File: src/rtl/ps2_pkg.sv
// Shared definitions for the PS/2 host-to-device transmitter: FSM states,
// frame constants, parity helper and common keyboard command bytes.
package ps2_pkg;

  typedef enum logic [2:0] {
    IDLE,
    INHIBIT,
    RTS,
    DATA,
    STOP,
    ACK,
    WAIT_IDLE
  } ps2_tx_state_t;

  localparam int DATA_BITS    = 8;
  localparam int FALLS_TO_ACK = 11;

  localparam logic [7:0] CMD_LED   = 8'hED;
  localparam logic [7:0] CMD_RESET = 8'hFF;

  function automatic logic odd_parity(input logic [7:0] d);
    return ~^d;
  endfunction

endpackage

File: src/rtl/ps2_line_filter.sv
// Two-flop synchronizer plus N-sample debounce for a raw PS/2 pad input,
// producing a clean level and a one-cycle pulse on each filtered 1->0 edge.
module ps2_line_filter #(
  parameter int FILTER_LEN = 4
) (
  input  logic clk,
  input  logic rst,
  input  logic din,
  output logic level,
  output logic fall
);

  logic                  meta;
  logic                  sync;
  logic [FILTER_LEN-1:0] hist;
  logic [FILTER_LEN-1:0] hist_n;

  // The newest synchronized sample joins the window before the decision, so
  // the level moves after exactly FILTER_LEN equal samples.
  assign hist_n = {hist[FILTER_LEN-2:0], sync};

  always_ff @(posedge clk) begin
    if (rst) begin
      meta  <= 1'b1;
      sync  <= 1'b1;
      hist  <= '1;
      level <= 1'b1;
      fall  <= 1'b0;
    end else begin
      meta <= din;
      sync <= meta;
      hist <= hist_n;
      fall <= 1'b0;
      if (hist_n == '1) begin
        level <= 1'b1;
      end else if (hist_n == '0) begin
        level <= 1'b0;
        fall  <= level;
      end
    end
  end

endmodule

File: src/rtl/ps2_host_tx.sv
// PS/2 host-to-device transmitter: inhibit, request-to-send, shift out
// data/parity/stop on device clock falls, then check the device ACK.
module ps2_host_tx
  import ps2_pkg::*;
#(
  parameter int INHIBIT_CYCLES = 5000,
  parameter int TIMEOUT_CYCLES = 1_000_000,
  parameter int FILTER_LEN     = 4
) (
  input  logic       clk,
  input  logic       rst,
  input  logic       ps2clk,
  input  logic       ps2data,
  input  logic [7:0] tx_data,
  input  logic       tx_valid,
  output logic       tx_ready,
  output logic       tx_done,
  output logic       tx_err,
  output logic       busy,
  output logic       ps2clk_oe,
  output logic       ps2data_oe
);

  localparam int CNT_MAX = (TIMEOUT_CYCLES > INHIBIT_CYCLES) ? TIMEOUT_CYCLES : INHIBIT_CYCLES;
  localparam int CW      = $clog2(CNT_MAX + 1);

  ps2_tx_state_t state, state_n;
  logic [8:0]    shift, shift_n;
  logic [3:0]    falls, falls_n;
  logic [CW-1:0] cnt, cnt_n;
  logic          clk_oe_n, data_oe_n, done_n, err_n;
  logic          clk_level, fall;
  logic          data_meta, data_s;

  ps2_line_filter #(
    .FILTER_LEN(FILTER_LEN)
  ) u_clk_filter (
    .clk  (clk),
    .rst  (rst),
    .din  (ps2clk),
    .level(clk_level),
    .fall (fall)
  );

  always_ff @(posedge clk) begin
    if (rst) begin
      data_meta  <= 1'b1;
      data_s     <= 1'b1;
      state      <= IDLE;
      shift      <= '0;
      falls      <= '0;
      cnt        <= '0;
      tx_ready   <= 1'b1;
      busy       <= 1'b0;
      tx_done    <= 1'b0;
      tx_err     <= 1'b0;
      ps2clk_oe  <= 1'b0;
      ps2data_oe <= 1'b0;
    end else begin
      data_meta  <= ps2data;
      data_s     <= data_meta;
      state      <= state_n;
      shift      <= shift_n;
      falls      <= falls_n;
      cnt        <= cnt_n;
      tx_ready   <= (state_n == IDLE);
      busy       <= (state_n != IDLE);
      tx_done    <= done_n;
      tx_err     <= err_n;
      ps2clk_oe  <= clk_oe_n;
      ps2data_oe <= data_oe_n;
    end
  end

  always_comb begin
    state_n   = state;
    shift_n   = shift;
    falls_n   = falls;
    cnt_n     = cnt;
    clk_oe_n  = ps2clk_oe;
    data_oe_n = ps2data_oe;
    done_n    = 1'b0;
    err_n     = 1'b0;

    case (state)
      IDLE: begin
        clk_oe_n  = 1'b0;
        data_oe_n = 1'b0;
        if (tx_valid && tx_ready) begin
          state_n   = INHIBIT;
          shift_n   = {odd_parity(tx_data), tx_data};
          falls_n   = '0;
          cnt_n     = '0;
          clk_oe_n  = 1'b1;
          data_oe_n = (INHIBIT_CYCLES == 1);
        end
      end
      // The start bit is pulled low one cycle before the clock is released.
      INHIBIT: begin
        if (cnt == CW'(INHIBIT_CYCLES - 1)) begin
          state_n   = RTS;
          clk_oe_n  = 1'b0;
          data_oe_n = 1'b1;
          cnt_n     = '0;
        end else begin
          cnt_n     = cnt + 1'b1;
          clk_oe_n  = 1'b1;
          data_oe_n = (cnt == CW'(INHIBIT_CYCLES - 2));
        end
      end
      RTS: begin
        if (fall) begin
          data_oe_n = ~shift[0];
          shift_n   = shift >> 1;
          falls_n   = 4'd1;
          state_n   = DATA;
        end
      end
      DATA: begin
        if (fall) begin
          data_oe_n = ~shift[0];
          shift_n   = shift >> 1;
          falls_n   = falls + 1'b1;
          if (falls == 4'(DATA_BITS)) state_n = STOP;
        end
      end
      STOP: begin
        if (fall) begin
          data_oe_n = 1'b0;
          falls_n   = falls + 1'b1;
          state_n   = ACK;
        end
      end
      ACK: begin
        if (fall && falls == 4'(FALLS_TO_ACK - 1)) begin
          if (!data_s) begin
            state_n = WAIT_IDLE;
          end else begin
            err_n   = 1'b1;
            state_n = IDLE;
          end
        end
      end
      WAIT_IDLE: begin
        if (clk_level && data_s) begin
          done_n  = 1'b1;
          state_n = IDLE;
        end
      end
      default: state_n = IDLE;
    endcase

    // Once the clock is released the whole device exchange shares one deadline.
    if (state != IDLE && state != INHIBIT) begin
      if (cnt == CW'(TIMEOUT_CYCLES - 1)) begin
        state_n   = IDLE;
        clk_oe_n  = 1'b0;
        data_oe_n = 1'b0;
        done_n    = 1'b0;
        err_n     = 1'b1;
      end else begin
        cnt_n = cnt + 1'b1;
      end
    end
  end

endmodule
File: config.mk
export PLATFORM = sky130hd
export DESIGN_NAME = ps2_host_tx
export DESIGN_NICKNAME = d
export VERILOG_FILES = /design/src/rtl/ps2_pkg.sv /design/src/rtl/ps2_line_filter.sv /design/src/rtl/ps2_host_tx.sv
export SDC_FILE = /design/constraint.sdc
export NUM_CORES = 1
export LEC_CHECK = 0
export CAP_MARGIN = 40
export CORE_MARGIN = 5
export CORE_UTILIZATION = 25
export CTS_BUF_LIST = sky130_fd_sc_hd__clkbuf_8
export CTS_CLUSTER_DIAMETER = 60
export DETAILED_ROUTE_END_ITERATION = 16
export GPL_TIMING_DRIVEN = 1
export SLEW_MARGIN = 20
export SYNTH_ARGS = -nofsm -noshare
export SYNTH_HDL_FRONTEND = slang
export SYNTH_HIERARCHICAL = 1
export SYNTH_SLANG_ARGS = --single-unit
File: constraint.sdc
create_clock -name clk -period 2.8 [get_ports clk]
set_clock_uncertainty 0.1 [all_clocks]
set_input_delay 0.56 -clock clk [delete_from_list [all_inputs] [get_ports clk]]
set_output_delay 0.56 -clock clk [all_outputs]
set_load 0.1 [all_outputs]
Word-level counts from Yosys, hierarchy flattened
Cells that the tools add are included.
{"block": "word_totals", "input_bits": 13, "elab_cells": 100, "reg_bits": 51, "out_inout_bits": 6}
{"block": "classes", "n_reduce_logical": 18, "mux": 44, "bitwise": 2, "eq_ne": 17, "n_addsub": 2}
{"cell": "20-bit 2-to-1 mux", "n": 4}
{"cell": "20-bit by 13-bit equality test with 1-bit output, second input constant", "n": 2}
{"cell": "20-bit case mux with 2 select lines", "n": 1}
{"cell": "3-bit 2-to-1 mux", "n": 11}
{"cell": "3-bit case mux with 7 select lines", "n": 1}
{"cell": "20-bit by 1-bit adder with 20-bit output, second input constant", "n": 1}
{"cell": "20-bit equality test, second input constant", "n": 1}
{"cell": "1-bit 2-to-1 mux", "n": 18}
{"cell": "9-bit 2-to-1 mux", "n": 2}
{"cell": "9-bit case mux with 2 select lines", "n": 1}
{"cell": "4-bit equality test, second input constant", "n": 3}
{"cell": "4-bit 2-to-1 mux", "n": 3}
{"cell": "4-bit case mux with 3 select lines", "n": 1}
{"cell": "3-bit equality test, second input constant", "n": 3}
{"cell": "3-bit nonzero test", "n": 3}
{"cell": "8-bit XNOR reduction", "n": 1}
{"cell": "3-bit by 2-bit equality test with 1-bit output, second input constant", "n": 2}
{"cell": "3-bit zero test", "n": 2}
{"cell": "2-bit by 1-bit inequality test with 1-bit output, second input constant", "n": 3}
{"cell": "2-bit OR reduction", "n": 3}
{"cell": "4-bit by 1-bit adder with 4-bit output, second input constant", "n": 1}
{"cell": "1-bit logical AND", "n": 4}
{"cell": "4-bit zero test", "n": 1}
{"cell": "1-bit case mux with 4 select lines", "n": 1}
{"cell": "9 further kinds", "n": 10}

Depth between registers and ports, before layout
{"block": "depth", "word_depth": 7, "mapped_depth": 8, "mapped_depth_nobuf": 7}

Cells and area by module
Netlist, hierarchy kept.
{"mod": "ps2_host_tx", "area_each_um2": 2676.3, "instances": 1, "seq_area_each_um2": 880.8, "cells_each": 322}
{"mod": "ps2_line_filter", "area_each_um2": 214.0, "instances": 1, "seq_area_each_um2": 140.1, "cells_each": 18}

Least setup slack after synthesis
Ideal clock, no wire load.
{"block": "synth_timing", "kind": "reg-to-reg", "from": "register tx_ready", "to": "register cnt[6]", "path_slack_ns": 0.672, "synth_period_minus_slack_ns": 2.128, "setup_time_ns": 0.128, "stages_incl_launch_ff": 6, "required_time_ns": 2.572, "n_path_buf": 0, "t_arrival_ns": 1.900, "cell_sequence": "dfxtp_1 a2111o_1 nor2_1 a21o_2 o31ai_1 o31ai_1"}
{"block": "synth_between", "elab_chain_len": 5}
{"element": "from (decl)", "line_no": "ps2_host_tx.sv:16", "text": "output logic tx_ready,"}
{"element": "from (signal assigned)", "line_no": "ps2_host_tx.sv:66", "text": "tx_ready <= (state_n == IDLE);"}
{"element": "1-bit logical AND (*)", "line_no": "ps2_host_tx.sv:89", "text": "if (tx_valid && tx_ready) begin"}
{"element": "20-bit 2-to-1 mux (*)", "line_no": "ps2_host_tx.sv:89"}
{"element": "20-bit case mux with 2 select lines (*)", "line_no": "ps2_host_tx.sv:85", "text": "case (state)"}
{"element": "20-bit 2-to-1 mux", "line_no": "ps2_host_tx.sv:155", "text": "if (cnt == CW'(TIMEOUT_CYCLES - 1)) begin"}
{"element": "20-bit 2-to-1 mux (*)", "line_no": "ps2_host_tx.sv:154", "text": "if (state != IDLE && state != INHIBIT) begin"}
{"element": "to (signal assigned)", "line_no": "ps2_host_tx.sv:65", "text": "cnt <= cnt_n;"}
{"element": "to (decl)", "line_no": "ps2_host_tx.sv:30", "text": "logic [CW-1:0] cnt, cnt_n;"}
Mark *: on every way between the ends. The rest lies on a longest branch, timed or not.
A chain may end at the register's enable or synchronous reset.

Worst setup path after layout
{"block": "layout_timing", "from": "register cnt[0]", "to": "register cnt[0]"}
{"block": "layout_between", "elab_chain_len": 5, "elab_cells_between_ends": 8, "cone_classes": "add/sub: 1; eq/ne: 2; mux: 5"}
{"element": "20-bit by 1-bit adder with 20-bit output or 20-bit by 13-bit equality test with 1-bit output (tied branches)", "line_no": "ps2_host_tx.sv:106, ps2_host_tx.sv:162, ps2_host_tx.sv:100"}
{"element": "20-bit 2-to-1 mux", "line_no": "ps2_host_tx.sv:100", "text": "if (cnt == CW'(INHIBIT_CYCLES - 1)) begin"}
{"element": "20-bit case mux with 2 select lines", "line_no": "ps2_host_tx.sv:85"}
{"element": "20-bit 2-to-1 mux", "line_no": "ps2_host_tx.sv:155"}
{"element": "20-bit 2-to-1 mux (*)", "line_no": "ps2_host_tx.sv:154"}
Marks and branches as above.

==> impl_results.md <==
* Status: complete, no violations
* Sink Count at 51
* Final Core Density at 29.5%
* Fin nets at ~380
* Num CTS Buffers at 5
* CTS tree: yes
* CP startpoint kind: flip-flop
* DP Wirelength at about 5400 um
* Clk slew on worst S/H paths at roughly 100 ps
* Share of cells above drive strength 1 at around 15%
* Post_cts resized at 0
* Post-synth EDFFs at 0
* Gate Count Post-Synth at 340
* Largest net degree at the start of global routing at 20
* Synth area leaders: dfxtp_1 (35%), a21oi_1 (4.5%), a211oi_1 (3.9%)
* Register area at around 1000 sq um
* Register area share after synthesis at 35.3%
* Mapped Area at between 2000 and 3000 sq um
* Fillcell total at ~1.2k
* Setup TNS at 0 ps
* Grt ovf at 0
* Final Wtd Congestion at about 0.9
* ANT cells at 0
* Hold Worst Slack at between 300 and 400 ps
* Antenna violations before repair at 0
* Min Clock Period, post-route at roughly 2200 ps
* Synth unique cells at 72
* Io pins at 19
* DRC at 0
* VDD IR max at about 0.00027 V
* Hold_buf cts at 0
* Post-synth top flop: dfxtp_1
* Leak pwr at around 1.2 nW
* Drt via density at roughly 5.3
* Worst slew pin tran at about 700 ps
* Critical Path AT at between 2000 and 2500 ps
* Synthesized Nets at between 300 and 400
* Cell taking the most area after synthesis: dfxtp_1
* Drt wl/cell at about 15 um
* First-pass GRT wire length at roughly 13,000 um
* Number of DRC markers in iteration 0 at between 100 and 150
* Remaining antenna violation count after routing at 0
* Initial Util at approximately a quarter
* Pwr Total at around 0.0015 W
* Mapped Avg Cell Area at roughly 8.5 sq um
* Core footprint at 11,400 sq um
* Max Fclk at about 0.44 GHz
* Die Wd at ~120 um
* Die Area at 13,800 sq um
* DRT Pass-1 Iters at 4
* Yosys warns at 6
* Area of the multi-input gates at around 1800 sq um
* Seq cells post-synth at between 50 and 60
* Required @ worst endpoint at 2880 ps
* Row cnt at 39
* Skew-Pair Late Insertion Delay at 310 ps
* Hold Crit Class: flip-flop to flip-flop
* H-tree levels at 2
* Die Ht at 118 um
* Asr flop ratio synth at 0%
* Final period utilization at 80.3%
* Vias in the first global route at between 2k and 3k
* Synth top area share at between 30% and 40%
* CTS root buffer: clkbuf_8
* Postcts setup bufs at 0
* CP Capture Type: flip-flop
* Max-cap violations at 0
* Worst slew margin relative to its limit at approximately 54%
* Count of pins over their slew limit at 0
* RSZ-0062 raised after global routing: no
* Global Route Usage Sum at 10.7%
* Synthesis-to-layout area growth at 15.9%
* CP max FO at 7
* Critical path type: flip-flop to flip-flop
* Final hold vios at 0
* # setup viols final at 0
* Final WL at roughly 7400 um
* Clock tree buffer depth at 2
* Port Buffers at 18
* Routed via count at ~2.7k
* FF-to-FF setup slack at 550 ps
* Power Density at 444 nW/um^2
[registers in the layout, summed over array words and instances (netlist names)]
signal	flops
data_meta	1
busy	1
u_clk_filter/sync	1
u_clk_filter/hist	3
tx_done	1
tx_err	1
shift	9
state	3
u_clk_filter/level	1
falls	4
u_clk_filter/fall	1
cnt	20
u_clk_filter/meta	1
tx_ready	1
ps2clk_oe	1
data_s	1
ps2data_oe	1
[layout make-up]
type / count / share of cell area (%)
multi-input combinational: 261 / 52.3
sequential: 51 / 30.5
timing repair buffer: 29 / 7.40
tap: 143 / 5.34
clock buffer: 5 / 2.05
clock inverter: 3 / 1.31
inverter: 10 / 1.12
[cells in the final DEF, fill, tap and decap left out, types with 9 or more instances in the layout]
master	count
nand4_1	13
a21oi_1	26
a211oi_1	15
inv_1	9
clkdlybuf4s50_1	12
nand3_1	17
nand2_1	17
nor2_1	25
dfxtp_1	51
o21ai_0	14
mux2i_1	9
buf_4	17
[cell usage after synthesis, types with 7 or more instances]
master	n
dfxtp_1	51
nand4_1	13
a211oi_1	15
a21oi_1	26
nand3_1	17
inv_1	9
nor2_1	25
xnor2_1	7
nand2_1	17
o21ai_0	14
clkbuf_1	9
mux2i_1	9
[layer usage]
layer / vias to the layer above / global-route usage (%) / wire length, um / share of wire (%)
met5: - / 0 / 0 / 0
met4: 0 / 3.58 / 63 / 0.85
met3: 12 / 2.02 / 337 / 4.6
met2: 75 / 17.7 / 3650 / 50
met1: 1267 / 14.0 / 3320 / 45
li1: 1311 / - / - / -
[where the power goes]
group          internal (W)  leakage (nW)  switching, W
Combinational     0.0000796         0.711      0.000117
Clock              0.000267        0.0581      0.000259
Sequential         0.000749         0.415     0.0000171
Total               0.00109          1.18      0.000392
[cell families (layout without fill, tap and decap cells)]
kind of cell,after synthesis,count (layout),synth area share (%)
AND/OR/NAND/NOR,139,139,28.7
AO/OA/AOI/OAI,97,97,23.3
flip-flops,51,51,35.3
buffers and inverters,28,47,4.07
XOR/XNOR,11,11,3.33
multiplexers,9,9,3.12
adder cells (fa/ha/maj),5,5,2.16
[stage by stage]
step                instances  cell area, sq um  worst slack, ps
global placement          494              3240              445
CTS                       502              3350              585
global route              502              3350              375
floorplan                 340              2890              672
detailed placement        494              3240              371
finish                    502              3350              552
[critical path, stage by stage (launching register included)]
cell and delay [ps]:
dfxtp_1 470, ha_1 210, and4_1 360, and4_1 400, nand2_2 160, a221oi_2 330
a311oi_2 80
[path summary, 6_finish.rpt]
check	startpoint	endpoint	cells past startpoint
setup / recovery	cnt[0]$_SDFF_PP0_	cnt[0]$_SDFF_PP0_	6
setup reg to reg	cnt[0]$_SDFF_PP0_	cnt[0]$_SDFF_PP0_	6
hold / removal	u_clk_filter/meta$_SDFF_PP1_	u_clk_filter/sync$_SDFF_PP1_	1
hold reg to reg	u_clk_filter/meta$_SDFF_PP1_	u_clk_filter/sync$_SDFF_PP1_	1
No activity file was read; power rests on OpenSTA's default activity.
